File: config.mk
export PLATFORM = sky130hd
export DESIGN_NAME = nr_iter_engine
export DESIGN_NICKNAME = d
export VERILOG_FILES = /design/src/rtl/nr_iter_engine.sv
export SDC_FILE = /design/constraint.sdc
export NUM_CORES = 1
export LEC_CHECK = 0
export ABC_CLOCK_PERIOD_IN_PS = 10100
export CAP_MARGIN = 30
export CORE_MARGIN = 4
export CORE_UTILIZATION = 50
export CTS_BUF_LIST = sky130_fd_sc_hd__clkbuf_16
export CTS_CLUSTER_SIZE = 25
export DETAILED_ROUTE_END_ITERATION = 16
export HOLD_SLACK_MARGIN = 0.12
export PLACE_DENSITY_LB_ADDON = 0.08
export SLEW_MARGIN = 20
export SYNTH_ARGS = -nofsm -noshare
export SYNTH_HDL_FRONTEND = slang
export SYNTH_SLANG_ARGS = --single-unit
File: constraint.sdc
create_clock -name clk -period 10.1 [get_ports clk]
set_input_delay 2.02 -clock clk [delete_from_list [all_inputs] [get_ports clk]]
set_output_delay 2.02 -clock clk [all_outputs]
set_load 0.02 [all_outputs]
File: src/rtl/nr_iter_engine.sv
// Newton-Raphson sequencer: holds N estimates, trades them for a step with an external solve unit, applies x <= sat(x - delta).
// Latency: >=3 cycles per iteration (REQ, WAIT, UPD); iter=0 reaches DONE on the second edge after start is sampled.
// Backpressure: eval_req/eval_x hold in REQ until eval_ready; WAIT blocks until the delta_valid pulse.
//
// Ports: clk/rst (async active-high) | start, x0, iter: run request | eval_req, eval_ready, eval_x: estimate out
//        delta_valid, eval_delta: step in | xn, iterCount: result | busy, rootsFound, overflow (sticky saturation flag)
// Optional feature: define NR_CONV_CHECK_EN to stop early once every |delta_i| <= TOL.
module nr_iter_engine #(
    parameter int              DW  = 32,
    parameter int              FW  = 24,
    parameter int              N   = 3,
    parameter int              IW  = 4,
    parameter logic [DW-1:0]   TOL = 32'h0000_0100
) (
    input  logic              clk,
    input  logic              rst,
    input  logic              start,
    input  logic [N*DW-1:0]   x0,
    input  logic [IW-1:0]     iter,
    output logic              eval_req,
    input  logic              eval_ready,
    output logic [N*DW-1:0]   eval_x,
    input  logic              delta_valid,
    input  logic [N*DW-1:0]   eval_delta,
    output logic [N*DW-1:0]   xn,
    output logic [IW-1:0]     iterCount,
    output logic              busy,
    output logic              rootsFound,
    output logic              overflow
);

    typedef enum logic [2:0] {
        S_IDLE, S_LOAD, S_REQ, S_WAIT, S_UPD, S_DONE
    } state_t;

    state_t            state, state_nxt;
    logic [IW-1:0]     limit;
    logic [N*DW-1:0]   delta_q;
    logic [N*DW-1:0]   x_sat;
    logic [N-1:0]      sat_hit;
    logic [IW-1:0]     iter_inc;
    logic              last_iter;
    logic              conv;
    logic [DW:0]       diff;

    assign iter_inc  = iterCount + IW'(1);
    assign last_iter = (iter_inc == limit);

    // xn is only rewritten in UPD or on start, so it is already stable while eval_req is high.
    assign eval_x = xn;

    // Subtract in DW+1 bits; a mismatch between the two top bits means the true result left the DW range.
    always_comb begin
        x_sat   = '0;
        sat_hit = '0;
        diff    = '0;
        for (int i = 0; i < N; i++) begin
            diff = {xn[i*DW+DW-1], xn[i*DW +: DW]} - {delta_q[i*DW+DW-1], delta_q[i*DW +: DW]};
            if (diff[DW] != diff[DW-1]) begin
                sat_hit[i]        = 1'b1;
                x_sat[i*DW +: DW] = diff[DW] ? {1'b1, {(DW-1){1'b0}}} : {1'b0, {(DW-1){1'b1}}};
            end else begin
                x_sat[i*DW +: DW] = diff[DW-1:0];
            end
        end
    end

`ifdef NR_CONV_CHECK_EN
    logic [N-1:0]  small;
    logic [DW-1:0] mag;

    // Unsigned magnitude: the most negative step maps to 2^(DW-1), which is always above TOL.
    always_comb begin
        small = '0;
        mag   = '0;
        for (int i = 0; i < N; i++) begin
            mag      = delta_q[i*DW+DW-1] ? (~delta_q[i*DW +: DW] + DW'(1)) : delta_q[i*DW +: DW];
            small[i] = (mag <= TOL);
        end
    end
    assign conv = &small;
`else
    assign conv = 1'b0;
`endif

    always_ff @(posedge clk or posedge rst) begin
        if (rst) begin
            state <= S_IDLE;
        end else begin
            state <= state_nxt;
        end
    end

    always_comb begin
        state_nxt  = state;
        eval_req   = 1'b0;
        busy       = 1'b0;
        rootsFound = 1'b0;
        case (state)
            S_IDLE: begin
                if (start) state_nxt = S_LOAD;
            end
            S_LOAD: begin
                busy      = 1'b1;
                state_nxt = (limit == '0) ? S_DONE : S_REQ;
            end
            S_REQ: begin
                busy     = 1'b1;
                eval_req = 1'b1;
                if (eval_ready) state_nxt = S_WAIT;
            end
            S_WAIT: begin
                busy = 1'b1;
                if (delta_valid) state_nxt = S_UPD;
            end
            S_UPD: begin
                busy      = 1'b1;
                state_nxt = (last_iter || conv) ? S_DONE : S_REQ;
            end
            S_DONE: begin
                rootsFound = 1'b1;
                if (start) state_nxt = S_LOAD;
            end
            default: state_nxt = S_IDLE;
        endcase
    end

    always_ff @(posedge clk or posedge rst) begin
        if (rst) begin
            xn        <= '0;
            iterCount <= '0;
            overflow  <= 1'b0;
            limit     <= '0;
            delta_q   <= '0;
        end else begin
            if ((state == S_IDLE || state == S_DONE) && start) begin
                xn        <= x0;
                limit     <= iter;
                iterCount <= '0;
                overflow  <= 1'b0;
            end
            if (state == S_WAIT && delta_valid) begin
                delta_q <= eval_delta;
            end
            if (state == S_UPD) begin
                xn        <= x_sat;
                iterCount <= iter_inc;
                if (|sat_hit) overflow <= 1'b1;
            end
        end
    end

endmodule

==> out/summary.txt <==
overflow left after global routing - 0
Final Hold Viols - 0
fmax - 195 MHz
Slew headroom - 32.9%
slowest CP cell - a21o_1
H-tree Lvls - 1
worst-path maximum fanout - 33
Critical Path RT - 10540 ps
Die Area - 32900 sq um
core area - 29600 sq um
port bufs - 400
Post-synth ARST share - 100%
R2R Setup Slk - 4960 ps
CP startpoint kind - register
Setup-failing EPs final - 0
CTS buffer count - 25
CTS max path bufs - 3
Period Utilization, post-route - 50.9%
Pre-antenna DRT Iters - 5
initial DRC count - 714
first-pass GRT wire length - 71900 microns
Routed WL - 44900 microns
r2r endpoint - eval_x[22]
share of cells above drive strength 1 - 8.84%
Die X - 181 microns
CP max stage delay - 540 ps
top cells by area, synth - dfrtp_1 (34%), ha_1 (8.4%), mux2_2 (7.2%)
Initial Util - 50.7%
largest net degree at the start of global routing - 97
Syn Nets - 2004
register bit total from synthesis - 204
Post-CTS Setup Bufs - 0
worst r2r src - eval_x[4]
Yosys top cell by area - dfrtp_1
hold path cells - 1
EDFF count, synth - 0
clk sink count - 204
die extent in y - 181 microns
CTS hold repair buffers - 0
GRT Resource Usage Total - 26.3%
routed len/inst - 18.9 microns
Cell Area, Synth - 15000 sq um
RSZ-0062 raised after global routing - no
nets@finish - 2270
crit-path cells - ha_1 -> a21oi_1 -> nand2_1 -> a221o_1 -> a41o_1 -> o211ai_2 -> o311ai_1 -> a211o_1 -> a21oi_1 -> o21bai_1 -> xnor2_1 -> ha_1 -> buf_4 -> a21oi_1 -> nand2_1 -> nand2_1 -> a21o_1 -> buf_8 -> a21oi_1 -> o21ai_0
Remaining DRCs - 0
Syn Area/Cell - 8.85 sq um
worst slew pin tran - 1010 ps
vias in the first global route - 13500
CP Class - reg2reg
Std-Cell Rows - 63
Max Transition Viols Final - 0
clock skew - 10.0 ps
Arrival @ worst endpoint - 5580 ps
CP most frequent cell - a21oi_1
status - complete, no violations
Worst Reg-to-Reg Cells - 20
DP Wirelength - 33000 microns
post-route setup TNS - 0 ps
Worst Hold End - delta_q[27]
clock slew at reported path FFs - 60 ps
Final Critical Period - 5140 ps
register area share after synthesis - 34.0%
antenna violations before repair - 8
PostCTS Resize Cnt - 0
synth unique cells - 85
commonest non-fill, non-tap cell in the layout - clkdlybuf4s50_1
nature of the critical path endpoint - register
via count - 13400
IO Pins - 401
hold path startpoint - delta_q[27]
CTS tree - yes
area grow syn2layout - 28.1%
most frequent cells in the layout - clkdlybuf4s50_1 (400), a21oi_1 (209), dfrtp_1 (204), nand2_1 (195), inv_1 (130)
Mapped Cells - 1699
share of the synthesized area in the top cell type - 34.0%
Via-to-Cell Ratio - 5.64
max_cap viols - 0
antenna-violating nets left - 0
RD Place Congestion - 0.881
Root Driver - clkbuf_16
yosys warns - 0
clk_lat worst skew - 530 ps
Synth Flop Type - dfrtp_1
min-delay worst type - reg2reg
[through the flow]
step / setup WS, ps / instance area [sq um] / std cells / hold slack (ps) / utilization, %
2_1_floorplan: 2510 / 15000 / 1699 / 479 / -
3_3_place_gp: 5130 / 18500 / 2326 / 488 / 62.5
3_5_place_dp: 5050 / 18600 / 2328 / 493 / 62.6
4_1_cts: 4990 / 19200 / 2370 / 505 / 64.9
5_1_grt: 4680 / 19300 / 2375 / 512 / 65.0
6_report: 4960 / 19300 / 2375 / 503 / 65.0
[worst max-delay path by stage]
stage,from,to,slack [ps],cells past startpoint
floorplan,rst,delta_q[0],2510,1
global placement,eval_x[4],eval_x[10],5130,19
detailed placement,eval_x[4],eval_x[22],5050,20
CTS,eval_x[4],eval_x[22],4990,20
global route,eval_x[4],eval_x[12],4680,20
finish,eval_x[4],eval_x[22],4960,20
[cell type report]
class                      count  area, sq um
multi-input combinational   1196         8350
inverter                     123          469
tap                          390          488
antenna                        5         12.5
fill                        2566        10400
clock inverter                17         71.3
clock buffer                  25          626
timing repair buffer         415         4140
sequential                   204         5100
[layer usage]
layer	track usage (%)	wire, microns
met1	34.8	19500
met3	4.63	2750
met2	44.1	21200
met4	8.50	1490
met5	0	35
[cells by family after synthesis]
group | after synthesis | synth area share [%]
xor+xnor | 95 | 5.53
fa+ha+maj | 104 | 8.80
simple gates | 364 | 11.2
buf+inv | 299 | 10.7
flops | 204 | 34.0
compound gates | 530 | 22.2
mux | 103 | 7.66
[worst max-delay path: cells and delay by family (launching register included)]
kind                     cells  cell delay (ps)
buffers and inverters        2              500
adder cells (fa/ha/maj)      2              690
AO/OA/AOI/OAI               12             3040
XOR/XNOR                     1              150
flip-flops                   1              400
AND/OR/NAND/NOR              3              250
[synth_stat cells, types with 4 or more instances]
library cell  instances
a211oi_1             22
a21o_1               59
a21oi_1             209
a22oi_1              11
a31oi_1              30
and2_1                4
and3_1                8
buf_2                 8
buf_4               100
clkbuf_1             60
dfrtp_1             204
ha_1                101
inv_1               123
mux2_2               96
mux2i_1               7
nand2_1             195
nand2b_1             13
nand3_1              24
nand4_1              13
nor2_1               49
nor2b_1              19
nor3_1               11
nor4_1                4
o211ai_1              7
o21a_1               11
o21ai_0              70
o21ai_1              35
o21bai_1             13
o22ai_1               4
o31ai_1               6
or3_1                 4
xnor2_1              59
xor2_1               36
[state kept, by name, summed over array words and instances (netlist names)]
| name | count |
|---|---|
| delta_q | 96 |
| eval_x | 96 |
| iterCount | 4 |
| limit | 4 |
| state | 3 |
| overflow | 1 |
Power is left out: the tool's default activity adds up to more than one toggle a clock period on the data nets, which glitch-free logic cannot reach.
